## src/rtl/radix2_nonrestoring_divider.sv

```systemverilog
// radix2_nonrestoring_divider
//   Sequential radix-2 non-restoring divider. One start pulse in IDLE launches a
//   division that takes N+2 cycles: LOAD, N iteration steps, then FIX. A divisor of 0
//   skips the iterations, so that case takes 2 cycles. Results stay on the outputs
//   until the next accepted operation completes.
//
//   Build option: define SIGNED_DIV_EN for two's-complement operands. The quotient
//   truncates toward zero and the remainder takes the dividend's sign. When the macro
//   is undefined, operands and results are unsigned.
//
//   Parameters:
//     N      operand / result width (even, >= 4)
//     alpha  MSB index of the iteration counter (alpha+1 bits must hold N)
//   Ports:
//     clk, rst            clock, asynchronous active-high reset
//     start               request, sampled only in IDLE
//     data_inN, data_inD  dividend / divisor, latched on the edge that accepts start
//     quotient, remainder registered results
//     done                one-cycle completion pulse
//     busy                high while an operation is in flight
//     div_zero            registered divide-by-zero flag, updated with done
module radix2_nonrestoring_divider #(
  parameter int unsigned N     = 8,
  parameter int unsigned alpha = 3
) (
  input  logic         clk,
  input  logic         rst,
  input  logic         start,
  input  logic [N-1:0] data_inN,
  input  logic [N-1:0] data_inD,
  output logic [N-1:0] quotient,
  output logic [N-1:0] remainder,
  output logic         done,
  output logic         busy,
  output logic         div_zero
);

  localparam int unsigned CntW = alpha + 1;

  typedef enum logic [1:0] {StIdle, StLoad, StIter, StFix} state_e;

  state_e         state;
  logic [N-1:0]   hold_n;
  logic [N-1:0]   hold_d;
  logic [N-1:0]   q_reg;
  logic [N-1:0]   d_reg;
  logic [N:0]     r_reg;     // partial remainder, two's complement
  logic [alpha:0] count;
  logic           neg_q;
  logic           neg_r;
  logic           zero_q;

  logic           sign_n;
  logic           sign_d;
  logic [N-1:0]   mag_n;
  logic [N-1:0]   mag_d;
  logic [N:0]     d_ext;
  logic [N:0]     r_shift;
  logic [N:0]     r_step;
  logic [N-1:0]   q_shift;
  logic [N-1:0]   r_fix;
  logic [N-1:0]   q_final;
  logic [N-1:0]   r_final;

  // Operand signs and magnitudes from the hold registers. In the unsigned build the
  // signs are tied low, so the magnitude and sign-correction paths become pass-through.
  always_comb begin
`ifdef SIGNED_DIV_EN
    sign_n = hold_n[N-1];
    sign_d = hold_d[N-1];
`else
    sign_n = 1'b0;
    sign_d = 1'b0;
`endif
    // -2^(N-1) maps onto itself, which is the correct unsigned magnitude.
    mag_n = sign_n ? -hold_n : hold_n;
    mag_d = sign_d ? -hold_d : hold_d;
  end

  // One non-restoring step. The shifted remainder may leave the N+1 bit range, but the
  // result after adding or subtracting D lies in [-D, D), so the modular wrap is harmless.
  always_comb begin
    d_ext   = {1'b0, d_reg};
    r_shift = {r_reg[N-1:0], q_reg[N-1]};
    r_step  = r_reg[N] ? (r_shift + d_ext) : (r_shift - d_ext);
    q_shift = {q_reg[N-2:0], ~r_step[N]};
    // Final correction: after the fix-up the remainder fits in N bits.
    r_fix   = r_reg[N] ? (r_reg[N-1:0] + d_reg) : r_reg[N-1:0];
    q_final = neg_q ? -q_reg : q_reg;
    r_final = neg_r ? -r_fix : r_fix;
  end

  always_ff @(posedge clk or posedge rst) begin
    if (rst) begin
      state     <= StIdle;
      hold_n    <= '0;
      hold_d    <= '0;
      q_reg     <= '0;
      d_reg     <= '0;
      r_reg     <= '0;
      count     <= '0;
      neg_q     <= 1'b0;
      neg_r     <= 1'b0;
      zero_q    <= 1'b0;
      quotient  <= '0;
      remainder <= '0;
      done      <= 1'b0;
      busy      <= 1'b0;
      div_zero  <= 1'b0;
    end else begin
      done <= 1'b0;
      unique case (state)
        StIdle: begin
          if (start) begin
            hold_n <= data_inN;
            hold_d <= data_inD;
            busy   <= 1'b1;
            state  <= StLoad;
          end
        end
        StLoad: begin
          q_reg  <= mag_n;
          d_reg  <= mag_d;
          r_reg  <= '0;
          count  <= CntW'(N);
          neg_q  <= sign_n ^ sign_d;
          neg_r  <= sign_n;
          zero_q <= (hold_d == '0);
          state  <= (hold_d == '0) ? StFix : StIter;
        end
        StIter: begin
          r_reg <= r_step;
          q_reg <= q_shift;
          count <= count - CntW'(1);
          if (count == CntW'(1)) begin
            state <= StFix;
          end
        end
        StFix: begin
          if (zero_q) begin
            quotient  <= '1;
            remainder <= hold_n;
          end else begin
            quotient  <= q_final;
            remainder <= r_final;
          end
          div_zero <= zero_q;
          done     <= 1'b1;
          busy     <= 1'b0;
          state    <= StIdle;
        end
        default: state <= StIdle;
      endcase
    end
  end

endmodule

```

## config.mk

```make
export PLATFORM = sky130hd
export DESIGN_NAME = radix2_nonrestoring_divider
export DESIGN_NICKNAME = d
export VERILOG_FILES = /design/src/rtl/radix2_nonrestoring_divider.sv
export SDC_FILE = /design/constraint.sdc
export NUM_CORES = 1
export LEC_CHECK = 0
export ABC_AREA = 0
export BUFFER_PORTS_ARGS = -buffer_cell sky130_fd_sc_hd__buf_2
export CAP_MARGIN = 20
export CORE_MARGIN = 3
export CORE_UTILIZATION = 25
export CTS_CLUSTER_SIZE = 20
export DETAILED_ROUTE_END_ITERATION = 6
export PLACE_DENSITY = 0.4
export SYNTH_ARGS = -nofsm -noshare
export SYNTH_HDL_FRONTEND = slang
export SYNTH_SLANG_ARGS = --single-unit
export TNS_END_PERCENT = 5
```

## constraint.sdc

```tcl
create_clock -name clk -period 6.65 [get_ports clk]
set_input_delay 1.33 -clock clk [delete_from_list [all_inputs] [get_ports clk]]
set_output_delay 1.33 -clock clk [all_outputs]
set_load 0.03 [all_outputs]
```

# After elaboration in Yosys (flattened, before gate mapping)
# Cells that the tools add are included.
# op_classes
n_addsub	4
n_eq_ne	6
muxes	14
bitwise_logic	1
n_reduce_logical	7
# op_table
cell	n
$mux 8	3
$pmux 9 s2	1
$pmux 8 s2	1
$add 9x8->9	1
$mux 9	1
$sub 9x8->9	1
$add 8x8->8	1
$logic_not 8->1	1
$pmux 2 s4	1
$pmux 4 s2	1
$reduce_and 2->1	3
$eq 2x2->1 const B	2
$eq 4x1->1 const B	1
$mux 2	2
$ne 2x2->1 const B	2
$reduce_bool 2->1	2
$sub 4x1->4 const B	1
$mux 1	3
$eq 2x1->1 const B	1
$logic_not 2->1	1
$pmux 1 s2	1
$not 1->1	1
# word_totals
register_bits	67
in_bits	19

# Logic depth before layout (Yosys ltp)
# logic_depth
ltp_word	4
ltp_mapped	12
ltp_nobuf	12

# Least setup slack after synthesis
# No wires, ideal clock.
# synth_path
path_kind	register to register
from	register r_reg[8]
to	register r_reg[7]
setup_time_ns	0.120
arrival_time_ns	2.617
required_time_ns	6.530
path_slack_ns	3.913
stages_incl_launch_ff	12
n_path_buf	2
period_less_slack_ns	2.737
path_cell_list	dfrtp_1 -> clkbuf_1 -> clkbuf_1 -> nor2_1 -> xor2_1 -> ha_1 -> and2_1 -> a311o_1 -> o311ai_1 -> and2b_1 -> xnor2_1 -> a31o_1
# synth_between
elab_chain_len	2
# synth_rtl
element	line_no	rtl
start: declaration	47	logic [N:0] r_reg;
start signal: assignment	132	r_reg <= r_step;
$mux 9	85	r_step = r_reg[N] ? (r_shift + d_ext) : (r_shift - d_ext);
$pmux 9 s2	112	unique case (state)
# Every way passes these cells.
# A chain may end at the register's enable or synchronous reset.

# Worst setup path after layout
# layout_path
from	register d_reg[1]
to	register r_reg[8]
# layout_between
elab_chain_len	3
# layout_rtl
element	line_no	rtl
start: declaration	46	logic [N-1:0] d_reg;
start signal: assignment	123	d_reg <= mag_d;
$sub 9x8->9 / $add 9x8->9 (equally long branches)	85	
$mux 9 (*)	85	
$pmux 9 s2 (*)	112	
# Every way passes the cells marked *; elsewhere a longest branch is shown, timed or not.

==> flow_summary.json <==
{
  "status": "complete, no violations",
  "vias": 2582,
  "clkSinkCount": 67,
  "p_leak_nw": 1.92,
  "gp_congestion": 0.769,
  "pwr-share-clk_pct": 19.6,
  "grt_overflow_total": 0,
  "drc": 0,
  "die_w_um": 126,
  "yosysSeqAreaShare_pct": 46.4,
  "synth_nets": 400,
  "largest_reg_flops": 9,
  "grt_max_degree": 68,
  "dp_hpwl_um": 6150,
  "skew_ps": 7.12,
  "ys_ff_latch": 67,
  "relSlewSlack_pct": 33.5,
  "setup_viol": 0,
  "clk_pin_slew_worst_paths_ps": 50,
  "ctsHtreeMaxLevel": 3,
  "crit_arrival_ps": 3060,
  "dieArea_um2": 15900,
  "area_delta_synth_final_pct": 18.5,
  "synth.distinct_cells": 39,
  "cts.path.max_buffers": 2,
  "ir_drop_v": 0.000190,
  "ant_nets": 0,
  "critPathCaptureType": "flop",
  "root_buffer": "clkbuf_16",
  "grt_pass1_vias": 2639,
  "first_pass_iters": 4,
  "final_core_util_pct": 30.6,
  "routed_via_density": 4.51,
  "post_cts_buffers": 0,
  "drive_gt1_share_pct": 21.1,
  "cts_tree": "yes",
  "clk_latency_ps": 320,
  "rsz0062_at_grt": "false",
  "rows": 43,
  "slew_viol_final": 0,
  "worstMarginPinSlew_ps": 997,
  "post_cts_resized": 0,
  "design_area_um2": 4280,
  "start_util_pct": 25.8,
  "cts-hold-fix-buffers": 0,
  "n_antenna_cell": 0,
  "grtUsageTotal_pct": 11.1,
  "rr_startpoint": "d_reg[1]$_DFFE_PP0P_",
  "drv_cap": 0,
  "wire_per_inst_um": 14.6,
  "internal-power_w": 0.00140,
  "syn_inst": 355,
  "synth-edff-count": 0,
  "synth-main-ff-cell": "dfrtp_1",
  "holdCritPathClass": "flop to flop",
  "hold_start": "hold_d[7]$_DFFE_PP0P_",
  "avgSynthCellArea_um2": 10.2,
  "hold_viol": 0,
  "coreArea_um2": 14000,
  "worstPathMaxFanout": 5,
  "switchingPower_w": 0.000988,
  "port_buffers": 37,
  "cp.required_ps": 6860,
  "ys_async_sr_fraction_pct": 100,
  "fillers": 1478,
  "max_freq_mhz": 351,
  "ys_warn_count": 0,
  "cts_made_buffers": 9,
  "seqPwrFrac_pct": 31.5,
  "grt_pass1_wl_um": 14100,
  "critPathLaunchType": "flop",
  "fin_nets": 436,
  "critical_path_class": "flop to flop",
  "period_share_pct": 42.8,
  "swShare_pct": 41.4,
  "antenna_found_initial": 0,
  "routed_wl_um": 8360,
  "die_y_um": 126,
  "power_per_cell_area_nw_per_um2": 558,
  "comb_power_share_pct": 48.9,
  "cp-startpoint": "d_reg[1]$_DFFE_PP0P_",
  "boundaryPins": 38,
  "fin_crit_ps": 2850,
  "synthesis.area_um2": 3610,
  "placedCellCount": 560,
  "drtIter0Drc": 144,
  "fin_cells": 573,
  "placed_area_um2": 3990,
  "tns_ps": 0
}
## layout by cell type, fill, tap and decap left out, types with 3 or more instances in the layout
master,instances
xnor2_1,10
dfrtp_1,67
inv_1,24
nor2_1,29
a21oi_1,26
nor3_1,5
a31oi_1,4
mux2i_1,12
buf_4,3
clkbuf_16,9
nand3_1,9
nor2b_1,3
nand2_1,22
a21o_1,4
buf_2,37
ha_1,24
mux2_2,28
o21ai_0,30
o22ai_1,6
xor2_1,8
## Yosys cell counts (all sizes together), types with 3 or more instances
cell / instances / area [um^2]
mux2i: 12 / 120
nand2: 22 / 82.6
nor3: 5 / 25.0
ha: 24 / 300
clkbuf: 13 / 48.8
nand3: 9 / 45.0
dfrtp: 67 / 1680
xor2: 8 / 70.1
a21o: 4 / 30.0
inv: 25 / 93.8
a21oi: 26 / 130
nor2b: 3 / 18.8
nor2: 29 / 109
o21ai: 31 / 155
xnor2: 10 / 87.6
mux2: 28 / 315
a31oi: 4 / 25.0
o22ai: 6 / 37.5
## area by class of cell
cell class,count,area [um^2],area share (%)
multi-input combinational,248,1780,41.7
sequential,67,1680,39.2
clock buffer,11,253,5.91
tap,180,225,5.27
timing repair buffer,40,208,4.86
inverter,25,93.8,2.19
clock inverter,2,37.5,0.878
## layer usage
metal  part of all wire (%)  global-route usage, %
met1                     53                   16.2
met2                     44                   16.2
met3                    2.5                   2.93
met4                    1.1                   2.84
met5                      0                      0
## metrics by stage
step                hold slack, ps  total power (W)  setup slack (ps)
floorplan                      460          0.00164              3640
global placement               487          0.00193              3860
detailed placement             485          0.00194              3810
CTS                            503          0.00243              3790
global route                   530          0.00261              3550
finish                         493          0.00239              3800
## power by group through the flow
stage                     Clock, W  Combinational (W)  Sequential (W)
final                     0.000467            0.00117        0.000751
after global routing      0.000503            0.00132        0.000780
after CTS                 0.000485            0.00119        0.000755
after detailed placement         0            0.00118        0.000761
after global placement           0            0.00117        0.000758
after floorplan                  0           0.000846        0.000795
## worst max-delay path, stage by stage, from the launching register on
cell and delay, ps:
dfrtp_1 420, inv_1 140, ha_1 180, nor3b_1 340, nor2_1 100, xnor2_1 160, ha_1 220, a21o_1 190
or3_1 300, o21ai_1 170, xnor2_1 90, and2_1 170, mux2_2 270
## cells by family after synthesis
family	after synthesis	share of synthesized area [%]
simple gates	82	10.4
buf+inv	40	4.16
xor+xnor	18	4.37
fa+ha+maj	26	9.43
compound gates	82	13.1
flops	67	46.4
mux	40	12.1
## path summary, 6_finish.rpt
check / to / slack [ps] / cells after the start
min in group asynchronous: div_zero$_DFFE_PP0P_ / 1260 / 3
worst min-delay path: d_reg[7]$_DFFE_PP0P_ / 490 / 2
max in group asynchronous: r_reg[0]$_DFFE_PP0P_ / 4810 / 3
worst max register to register: r_reg[8]$_DFFE_PP0P_ / 3800 / 12
worst min register to register: d_reg[7]$_DFFE_PP0P_ / 490 / 2
worst max-delay path: r_reg[8]$_DFFE_PP0P_ / 3800 / 12
Power figures use the tool's default switching activity.
